--- config.mk ---
export PLATFORM = sky130hd
export DESIGN_NAME = amp_i2c_arbiter
export DESIGN_NICKNAME = d
export VERILOG_FILES = /design/src/rtl/amp_i2c_arbiter_pkg.sv /design/src/rtl/amp_i2c_arbiter_rr_pick.sv /design/src/rtl/amp_i2c_arbiter.sv
export SDC_FILE = /design/constraint.sdc
export NUM_CORES = 1
export LEC_CHECK = 0
export CAP_MARGIN = 20
export CORE_ASPECT_RATIO = 0.8
export CORE_UTILIZATION = 38
export DETAILED_ROUTE_END_ITERATION = 8
export PLACE_DENSITY = 0.77
export SETUP_SLACK_MARGIN = 0.3
export SYNTH_ARGS = -nofsm -noshare
export SYNTH_HDL_FRONTEND = slang
export SYNTH_SLANG_ARGS = --single-unit
--- constraint.sdc ---
create_clock -name clk_in -period 2.8 [get_ports clk_in]
set_input_delay 0.42 -clock clk_in [delete_from_list [all_inputs] [get_ports clk_in]]
set_output_delay 0.42 -clock clk_in [all_outputs]
set_load 0.01 [all_outputs]
--- src/rtl/amp_i2c_arbiter_pkg.sv ---
// Shared definitions for the amp I2C write arbiter: FSM state encoding, response codes and defaults.
// Default GAP/TMO values are shared with amp_i2c_master.
package amp_i2c_arbiter_pkg;

  typedef enum logic [2:0] {
    ST_IDLE  = 3'd0,
    ST_GRANT = 3'd1,
    ST_ISSUE = 3'd2,
    ST_WAIT  = 3'd3,
    ST_RESP  = 3'd4,
    ST_HOLD  = 3'd5
  } arb_state_e;

  // rsp_err code meaning: RSP_ERR flags a NACK or an engine timeout
  localparam logic RSP_OK  = 1'b0;
  localparam logic RSP_ERR = 1'b1;

  localparam int DEF_GAP = 8;
  localparam int DEF_TMO = 4095;
  localparam int TMO_W   = 12;

endpackage

--- src/rtl/amp_i2c_arbiter_rr_pick.sv ---
// Combinational round-robin picker: first asserted request at or after ptr, wrapping at NREQ.
module amp_i2c_arbiter_rr_pick #(
  parameter int NREQ = 4
) (
  input  logic [NREQ-1:0] req,
  input  logic [2:0]      ptr,
  output logic [2:0]      grant_idx,
  output logic            any_valid
);

  logic [7:0] req_pad_s;
  logic [3:0] cand_s;
  logic [2:0] idx_s;

  // Scan from the farthest offset down so the nearest request to ptr wins last.
  always_comb begin
    req_pad_s = 8'd0;
    req_pad_s[NREQ-1:0] = req;
    idx_s = 3'd0;
    cand_s = 4'd0;
    for (int k = NREQ - 1; k >= 0; k--) begin
      cand_s = {1'b0, ptr} + 4'(k);
      if (cand_s >= 4'(NREQ)) begin
        cand_s = cand_s - 4'(NREQ);
      end else begin
        cand_s = cand_s;
      end
      if (req_pad_s[cand_s[2:0]]) begin
        idx_s = cand_s[2:0];
      end else begin
        idx_s = idx_s;
      end
    end
  end

  assign grant_idx = idx_s;
  assign any_valid = |req;

endmodule

--- src/rtl/amp_i2c_arbiter.sv ---
// Round-robin arbiter sharing one amp I2C register-write engine between NREQ requesters.
// Optional engine watchdog: define AMP_I2C_ARB_TIMEOUT_EN (adds parameter TMO).
module amp_i2c_arbiter
  import amp_i2c_arbiter_pkg::*;
#(
  parameter int NREQ = 4,
  parameter int GAP  = DEF_GAP
`ifdef AMP_I2C_ARB_TIMEOUT_EN
  ,
  parameter int TMO  = DEF_TMO
`endif
) (
  input  logic              clk_in,
  input  logic              resetb,
  input  logic [NREQ-1:0]   req_valid,
  input  logic [NREQ*8-1:0] req_addr,
  input  logic [NREQ*8-1:0] req_data,
  output logic [NREQ-1:0]   req_ready,
  output logic [NREQ-1:0]   rsp_valid,
  output logic              rsp_err,
  output logic [2:0]        grant_id,
  output logic              eng_start,
  output logic [7:0]        eng_addr,
  output logic [7:0]        eng_data,
  input  logic              eng_busy,
  input  logic              eng_done,
  input  logic              eng_nack
);

  localparam int GW = (GAP > 1) ? $clog2(GAP) : 1;

  arb_state_e      state_r;
  logic [2:0]      rr_ptr_r;
  logic [GW-1:0]   gap_r;
  logic [NREQ-1:0] req_ready_r;
  logic [NREQ-1:0] rsp_valid_r;
  logic            rsp_err_r;
  logic [2:0]      grant_id_r;
  logic            eng_start_r;
  logic [7:0]      eng_addr_r;
  logic [7:0]      eng_data_r;
`ifdef AMP_I2C_ARB_TIMEOUT_EN
  logic [TMO_W-1:0] tmo_cnt_r;
`endif

  logic [2:0] pick_s;
  logic       any_s;
  logic [7:0] addr_sel_s;
  logic [7:0] data_sel_s;

  amp_i2c_arbiter_rr_pick #(
    .NREQ (NREQ)
  ) u_rr_pick (
    .req       (req_valid),
    .ptr       (rr_ptr_r),
    .grant_idx (pick_s),
    .any_valid (any_s)
  );

  // Payload of the requester the picker currently selects.
  always_comb begin
    addr_sel_s = 8'd0;
    data_sel_s = 8'd0;
    for (int i = 0; i < NREQ; i++) begin
      if (pick_s == 3'(i)) begin
        addr_sel_s = req_addr[8*i +: 8];
        data_sel_s = req_data[8*i +: 8];
      end else begin
        addr_sel_s = addr_sel_s;
        data_sel_s = data_sel_s;
      end
    end
  end

  // Arbiter FSM; every output is a register so each pulse lines up with its state.
  always_ff @(posedge clk_in or negedge resetb) begin
    if (!resetb) begin
      state_r     <= ST_IDLE;
      rr_ptr_r    <= 3'd0;
      gap_r       <= {GW{1'b0}};
      req_ready_r <= {NREQ{1'b0}};
      rsp_valid_r <= {NREQ{1'b0}};
      rsp_err_r   <= RSP_OK;
      grant_id_r  <= 3'd0;
      eng_start_r <= 1'b0;
      eng_addr_r  <= 8'd0;
      eng_data_r  <= 8'd0;
`ifdef AMP_I2C_ARB_TIMEOUT_EN
      tmo_cnt_r   <= {TMO_W{1'b0}};
`endif
    end else begin
      req_ready_r <= {NREQ{1'b0}};
      rsp_valid_r <= {NREQ{1'b0}};
      rsp_err_r   <= RSP_OK;
      eng_start_r <= 1'b0;
      case (state_r)
        ST_IDLE: begin
          if (any_s) begin
            for (int i = 0; i < NREQ; i++) begin
              req_ready_r[i] <= (pick_s == 3'(i));
            end
            eng_addr_r <= addr_sel_s;
            eng_data_r <= data_sel_s;
            grant_id_r <= pick_s;
            rr_ptr_r   <= (pick_s == 3'(NREQ - 1)) ? 3'd0 : pick_s + 3'd1;
            state_r    <= ST_GRANT;
          end else begin
            state_r <= ST_IDLE;
          end
        end
        // The grant cycle already checks the engine so an idle engine starts right after req_ready.
        ST_GRANT, ST_ISSUE: begin
          if (!eng_busy) begin
            eng_start_r <= 1'b1;
`ifdef AMP_I2C_ARB_TIMEOUT_EN
            tmo_cnt_r   <= {TMO_W{1'b0}};
`endif
            state_r     <= ST_WAIT;
          end else begin
            state_r <= ST_ISSUE;
          end
        end
        ST_WAIT: begin
          if (eng_done) begin
            for (int i = 0; i < NREQ; i++) begin
              rsp_valid_r[i] <= (grant_id_r == 3'(i));
            end
            rsp_err_r <= eng_nack;
            state_r   <= ST_RESP;
          end
`ifdef AMP_I2C_ARB_TIMEOUT_EN
          else if (tmo_cnt_r == TMO_W'(TMO - 1)) begin
            for (int i = 0; i < NREQ; i++) begin
              rsp_valid_r[i] <= (grant_id_r == 3'(i));
            end
            rsp_err_r <= RSP_ERR;
            state_r   <= ST_RESP;
          end else begin
            tmo_cnt_r <= tmo_cnt_r + 12'd1;
            state_r   <= ST_WAIT;
          end
`else
          else begin
            state_r <= ST_WAIT;
          end
`endif
        end
        ST_RESP: begin
          gap_r   <= GW'(GAP - 1);
          state_r <= ST_HOLD;
        end
        ST_HOLD: begin
          if (gap_r == {GW{1'b0}}) begin
            state_r <= ST_IDLE;
          end else begin
            gap_r   <= gap_r - GW'(1);
            state_r <= ST_HOLD;
          end
        end
        default: begin
          state_r <= ST_IDLE;
        end
      endcase
    end
  end

  assign req_ready = req_ready_r;
  assign rsp_valid = rsp_valid_r;
  assign rsp_err   = rsp_err_r;
  assign grant_id  = grant_id_r;
  assign eng_start = eng_start_r;
  assign eng_addr  = eng_addr_r;
  assign eng_data  = eng_data_r;

endmodule

==> run metrics, run 1 <==
Peak Freq=359 MHz; worst min path class=input pin to async pin; fin nets=461; Max transition margin=43.5%; XOR/XNOR Fraction of Synth Area=0.386%; critical path peak fanout=7; core area=5590 µm²; Reg-to-Reg End=eng_data[0]; static leakage=0.00170 µW; area of the multi-input gates=1450 µm²; CP Capture Type=flip-flop; simple-gate area share of the yosys netlist=23.3%; Top Ports=102; Max Cap Viol=0; synthesized flop and latch total=38; clk_lat worst skew=290 ps; sw frac=41.1%; status=finished, final reports clean; # fillers=440; Post-synth EDFFs=0; Syn Std Cell Area=2270 µm²; # diodes=0; worst slew pin tran=847 ps; Detailed Route WL=7.30 mm; drt pass-1 iters=4; DRC violations left=0; most common cell after layout, fill and taps aside=clkdlybuf4s50_1; Via Count=2,444; drt first-iter violations=109; async set-reset flop share out of synthesis=100%; Comb pwr share=72.1%; root buffer cell=clkbuf_8; Final Slew Violations=0; Clk pwr share=9.6%; share of cells above drive strength 1=25.0%; PwrDens=1240 nW/µm²; Seq pwr share=18.3%; # setup viols final=0; Worst EP arrival=3000 ps; Gate Count Post-Synth=251; Synth Area in Adders=4.41%; global-route wire length before repair=11.5 mm; Rows=24; top_reg_cell synth=dfrtp_1; Max H-tree Level=2; largest family of logic cells by synthesized area=simple AND/OR/NAND/NOR gates; worst path required time=3020 ps; FF+latch area=953 µm²; clk sinks=38; DRT antenna net count=0; largest net degree at the start of global routing=39; CTS max path bufs=2; Die X=88.4 µm; drt wl/cell=15.9 µm; Vias/cell=5.34; r2r setup slk=20 ps; Hold Buf Count CTS=0; endpoints failing hold=0; CTS Buf Count=5; vias in the first global route=2,403; Compound-Gate Fraction of Synth Area=21.8%; Setup WS pre-CTS=-428 ps; sequential-to-total area share from yosys stat=41.9%; GRT Overall Usage=23.8%; total power=5000 µW; mux cell area share after synthesis=2.26%; Worst IR Drop VDD=0.000594 V; fin crit period=2780 ps; TritonCTS clock tree=built; Unique masters post-synth=48; critical path type=flip-flop to flip-flop; most frequent cells in the layout=clkdlybuf4s50_1, dfrtp_1, buf_4, nand2_1, a21oi_1; internal power=2940 µW; area grow syn2layout=78.4%; initial antenna violation count=0; syn avg cell area=9.04 µm²; RSZ-0062 raised after global routing=true; total gr overflow=0; final worst setup slack=16.9 ps; Switch Pwr=2060 µW; fin cells=458; Port Buf Inserts=101; clk slew on worst S/H paths=70 ps; initial core utilization=40.6%; dpl cells=440; die span in y=71.1 µm; Worst Setup Start Kind=flip-flop; Yosys Warn Count=0; post-DP HPWL=4.88 mm; Setup Skew=3.14 ps; Die ar.=6280 µm²; Critical Path Start=rr_ptr_r[1]; gpl congestion=0.813; RR Startpoint=rr_ptr_r[1]; fin crit share=99.4%; syn nets=332; R2R depth=14
cell type report:
cell class / count / area share, %
Multi-Input combinational cell: 185 / 35.7
Timing Repair Buffer: 141 / 34.6
Sequential cell: 38 / 23.6
Tap cell: 78 / 2.41
Clock buffer: 6 / 2.04
Inverter: 9 / 0.897
Clock inverter: 1 / 0.742
stage by stage:
step           setup TNS [ps]  hold WS (ps)  utilization (%)  cell area (µm²)
2_1_floorplan               0           124                -             2410
3_3_place_gp            -3650           462             65.3             3650
3_5_place_dp            -5870           470             65.3             3650
4_1_cts                     0           261             70.5             3940
5_1_grt                  -892           295             72.4             4050
6_report                    0           227             72.4             4050
routing by layer:
| metal | share of wire [%] | vias up | global-route usage [%] |
|---|---|---|---|
| met4 | 1.9 | 0 | 7.89 |
| met2 | 49 | 90 | 38.2 |
| met5 | 0 | - | 0 |
| met1 | 43 | 1166 | 32.4 |
| met3 | 5.8 | 12 | 4.55 |
| li1 | - | 1176 | - |
registers in the layout, indices dropped and copies added (netlist names):
name and cells:
eng_addr 8, eng_data 8, eng_start 1, gap_r 3
grant_id 3, req_ready 4, rr_ptr_r 3, rsp_err 1
rsp_valid 4, state_r 3
kinds of logic after synthesis:
family | Yosys count
adders and majority gates | 8
AOI/OAI and AO/OA | 72
DFF | 38
xor gates and xnor gates | 1
and+or+nand+nor | 99
buffers and inverters | 28
muxes | 5
power groups by stage:
stage / clock (µW) / combinational (µW) / sequential, µW
after floorplan: 0 / 1870 / 945
after global placement: 0 / 2830 / 915
after detailed placement: 0 / 2880 / 921
after CTS: 487 / 3320 / 912
after global routing: 511 / 3900 / 946
final: 479 / 3610 / 916
how the worst max path moves through the flow:
stage             endpoint  depth (start not counted)
3_5_place_dp   eng_addr[3]                         12
2_1_floorplan  eng_data[7]                         16
3_3_place_gp   eng_addr[3]                         13
4_1_cts        eng_addr[3]                         14
5_1_grt        eng_data[5]                         14
6_report       eng_data[0]                         14
worst max-delay path, cell delays in order, from the launching register on:
cell	delay (ps)
dfrtp_2	450
inv_2	90
ha_4	220
mux2i_4	200
a311oi_2	290
a211oi_4	80
buf_6	140
or2_4	260
ha_4	170
nor2b_4	160
buf_8	160
a221oi_2	60
nor3_1	220
a21oi_1	80
o21ai_1	120
timing repair:
action	in CTS	in global routing
pin swaps	13	9
gates resized for setup	27	21
setup endpoints to repair	19	19
cloned	2	0
buffers inserted	6	3
Yosys cell counts (5+ instances only):
master / number / area (µm²)
nor2b_1: 18 / 113
nor2_1: 11 / 41.3
dfrtp_1: 38 / 951
inv_1: 9 / 33.8
a21oi_1: 19 / 95.1
clkbuf_1: 11 / 41.3
and2_1: 5 / 31.3
o21ai_0: 17 / 85.1
nand2_1: 22 / 82.6
a221oi_1: 16 / 140
ha_1: 8 / 100
nor3_1: 19 / 95.1
No activity file was read; power rests on OpenSTA's default activity.
==> inputs of run 2 (changes only) <==
--- a/config.mk
+++ b/config.mk
@@ -5,11 +5,11 @@
 export SDC_FILE = /design/constraint.sdc
 export NUM_CORES = 1
 export LEC_CHECK = 0
+export ABC_CLOCK_PERIOD_IN_PS = 2800
 export CAP_MARGIN = 20
 export CORE_ASPECT_RATIO = 0.8
-export CORE_UTILIZATION = 38
+export CORE_UTILIZATION = 30
 export DETAILED_ROUTE_END_ITERATION = 8
-export PLACE_DENSITY = 0.77
 export SETUP_SLACK_MARGIN = 0.3
 export SYNTH_ARGS = -nofsm -noshare
 export SYNTH_HDL_FRONTEND = slang
==> run metrics, run 2 (synthesis gave the netlist of run 1 again) <==
critical path's largest stage delay=430 ps (was 450 ps); largest net degree at the start of global routing=39 (unchanged); met3 usage=3.77% (was 4.55%); fin util=56.0% (was 72.4%); CP top delay family=compound AO/OA/AOI/OAI gates (was simple AND/OR/NAND/NOR gates); critical path peak fanout=7 (unchanged); Via Count=2,307 (was 2,444); dpl cells=448 (was 440); TritonCTS clock tree=built (unchanged); status=finished, final reports clean (unchanged); Worst path slowest cell=dfrtp_2 (unchanged); critical path type=flip-flop to flip-flop (unchanged); # setup viols final=0 (unchanged); worst min path class=input pin to async pin (unchanged); initial core utilization=32.0% (was 40.6%); Peak Freq=368 MHz (was 359 MHz); WP buf/inv=2 (was 3); PwrDens=1190 nW/µm² (was 1240 nW/µm²); # diodes=0 (unchanged); initial antenna violation count=0 (unchanged); Worst IR Drop VDD=0.000464 V (was 0.000594 V); Max Cap Viol=0 (unchanged); global-route wire length before repair=10.6 mm (was 11.5 mm); fin nets=457 (was 461); Worst EP arrival=2890 ps (was 3000 ps); share of cells above drive strength 1=22.3% (was 25.0%); CP Capture Type=flip-flop (unchanged); DRT antenna net count=0 (unchanged); total gr overflow=0 (unchanged); post-DP HPWL=5.01 mm (was 4.88 mm); drt wl/cell=14.9 µm (was 15.9 µm); worst path required time=2970 ps (was 3020 ps); most frequent cells in the layout=clkdlybuf4s50_1, dfrtp_1, buf_4, nand2_1, a21oi_1 (unchanged); clk slew on worst S/H paths=80 ps (was 70 ps); Max H-tree Level=2 (unchanged); M1 GR Usage=21.7% (was 32.4%); Port Buf Inserts=101 (unchanged); gpl congestion=0.866 (was 0.813); worst slew pin tran=847 ps (about the same); fin crit share=97.0% (was 99.4%); Worst Setup Start Kind=flip-flop (unchanged); fin cells=463 (was 458); root buffer cell=clkbuf_8 (unchanged); area grow syn2layout=75.0% (was 78.4%); Setup Skew=7.77 ps (was 3.14 ps); CTS Buf Count=5 (unchanged); RR Startpoint=rr_ptr_r[0] (was rr_ptr_r[1]); clk sinks=38 (unchanged); grt peak-use layer=met2 (unchanged); fin crit period=2720 ps (was 2780 ps); Setup WS pre-CTS=-320 ps (was -428 ps); crit-path cells=inv_4 -> ha_4 -> mux2i_4 -> nand3_2 -> a211oi_4 -> nor2_2 -> ha_2 -> nor2b_4 -> buf_6 -> a221oi_2 -> nor3_1 -> a21oi_1 -> o21ai_1 (was inv_2 -> ha_4 -> mux2i_4 -> a311oi_2 -> a211oi_4 -> buf_6 -> or2_4 -> ha_4 -> nor2b_4 -> buf_8 -> a221oi_2 -> nor3_1 -> a21oi_1 -> o21ai_1); Top Ports=102 (unchanged); drt first-iter violations=43 (was 109); DRC violations left=0 (unchanged); Final Slew Violations=0 (unchanged); die span in y=79.8 µm (was 71.1 µm); Rows=27 (was 24); Hold Buf Count CTS=0 (unchanged); vias in the first global route=2,253 (was 2,403); CTS max path bufs=2 (unchanged); GRT Overall Usage=17.1% (was 23.8%); r2r setup slk=80 ps (was 20 ps); Vias/cell=4.98 (was 5.34); most common cell after layout, fill and taps aside=clkdlybuf4s50_1 (unchanged); Die ar.=7920 µm² (was 6280 µm²); Detailed Route WL=6.90 mm (was 7.30 mm); Reg-to-Reg End=eng_addr[6] (was eng_data[0]); final worst setup slack=83.7 ps (was 16.9 ps); static leakage=0.00167 µW (was 0.00170 µW); Max transition margin=43.5% (about the same); endpoints failing hold=0 (unchanged); Die X=99.2 µm (was 88.4 µm); drt pass-1 iters=4 (unchanged); TNS Setup=0 ps (unchanged); GR Util met2=29.2% (was 38.2%); R2R depth=13 (was 14); clk_lat worst skew=290 ps (about the same); core area=7090 µm² (was 5590 µm²); RSZ-0062 raised after global routing=true (unchanged)
==> run 2: cell types whose count changed in the layout (fill, tap and decap cells not counted), moves of 2 or more <==
cell,previous run,this run
a221oi_2,16,10
o21ai_0,7,11
a221oi_1,0,3
a221oi_4,0,3
o21ai_1,12,9
buf_6,5,3
==> run 2: area by class of cell <==
type / count / area [µm²]
Inverter: 9 / 36.3
Clock buffer: 6 / 82.6
Timing Repair Buffer: 137 / 1350
Clock inverter: 1 / 30.0
Fill cell: 652 / 3120
Tap cell: 87 / 109
Sequential cell: 38 / 952
Multi-Input combinational cell: 185 / 1410
==> run 2: where the power goes <==
part	total, µW	switching [µW]	leakage, µW	internal [µW]
clock network	482	197	0.0000573	285
registers	914	158	0.000486	756
logic	3330	1560	0.00112	1760
total	4720	1920	0.00167	2800
==> run 2: through the flow <==
step                      hold slack [ps]  power, µW  area, µm²
after global routing                  308       5130       3970
after CTS                             269       4510       3840
after global placement                461       3780       3640
after detailed placement              470       3830       3640
after floorplan                       124       2820       2410
final                                 228       4720       3970
==> run 2: layer usage <==
| layer | share of wire [%] | up-vias | wire, µm |
|---|---|---|---|
| met4 | 1.2 | 0 | 80 |
| li1 | - | 1158 | - |
| met2 | 48 | 63 | 3340 |
| met3 | 4.6 | 7 | 317 |
| met1 | 46 | 1079 | 3170 |
| met5 | 0 | - | 0 |
==> run 2: worst max path at each step <==
stage,startpoint,endpoint,slack (ps),cells past startpoint
2_1_floorplan,rr_ptr_r[0],eng_data[7],10,16
3_3_place_gp,req_valid[2],eng_addr[3],-210,13
3_5_place_dp,req_valid[2],eng_data[7],-320,13
4_1_cts,rr_ptr_r[0],eng_data[3],170,13
5_1_grt,rr_ptr_r[1],eng_addr[1],-100,13
6_report,rr_ptr_r[0],eng_addr[6],80,13
==> run 2: worst reg2reg max path, stage by stage, from the launching register on <==
cell      delay [ps]
dfrtp_2          430
inv_4             50
ha_4             310
mux2i_4          260
nand3_2          130
a211oi_4         370
nor2_2            80
ha_2             190
nor2b_4          130
buf_6            140
a221oi_2         210
nor3_1            70
a21oi_1          150
o21ai_1           80
==> run 2: timing repair <==
| item | in CTS | in global routing |
|---|---|---|
| setup endpoints to repair | 18 | 19 |
| pin swaps | 9 | 3 |
| setup buffers | 3 | 4 |
| resized for setup | 18 | 13 |
| cloned | 0 | 1 |
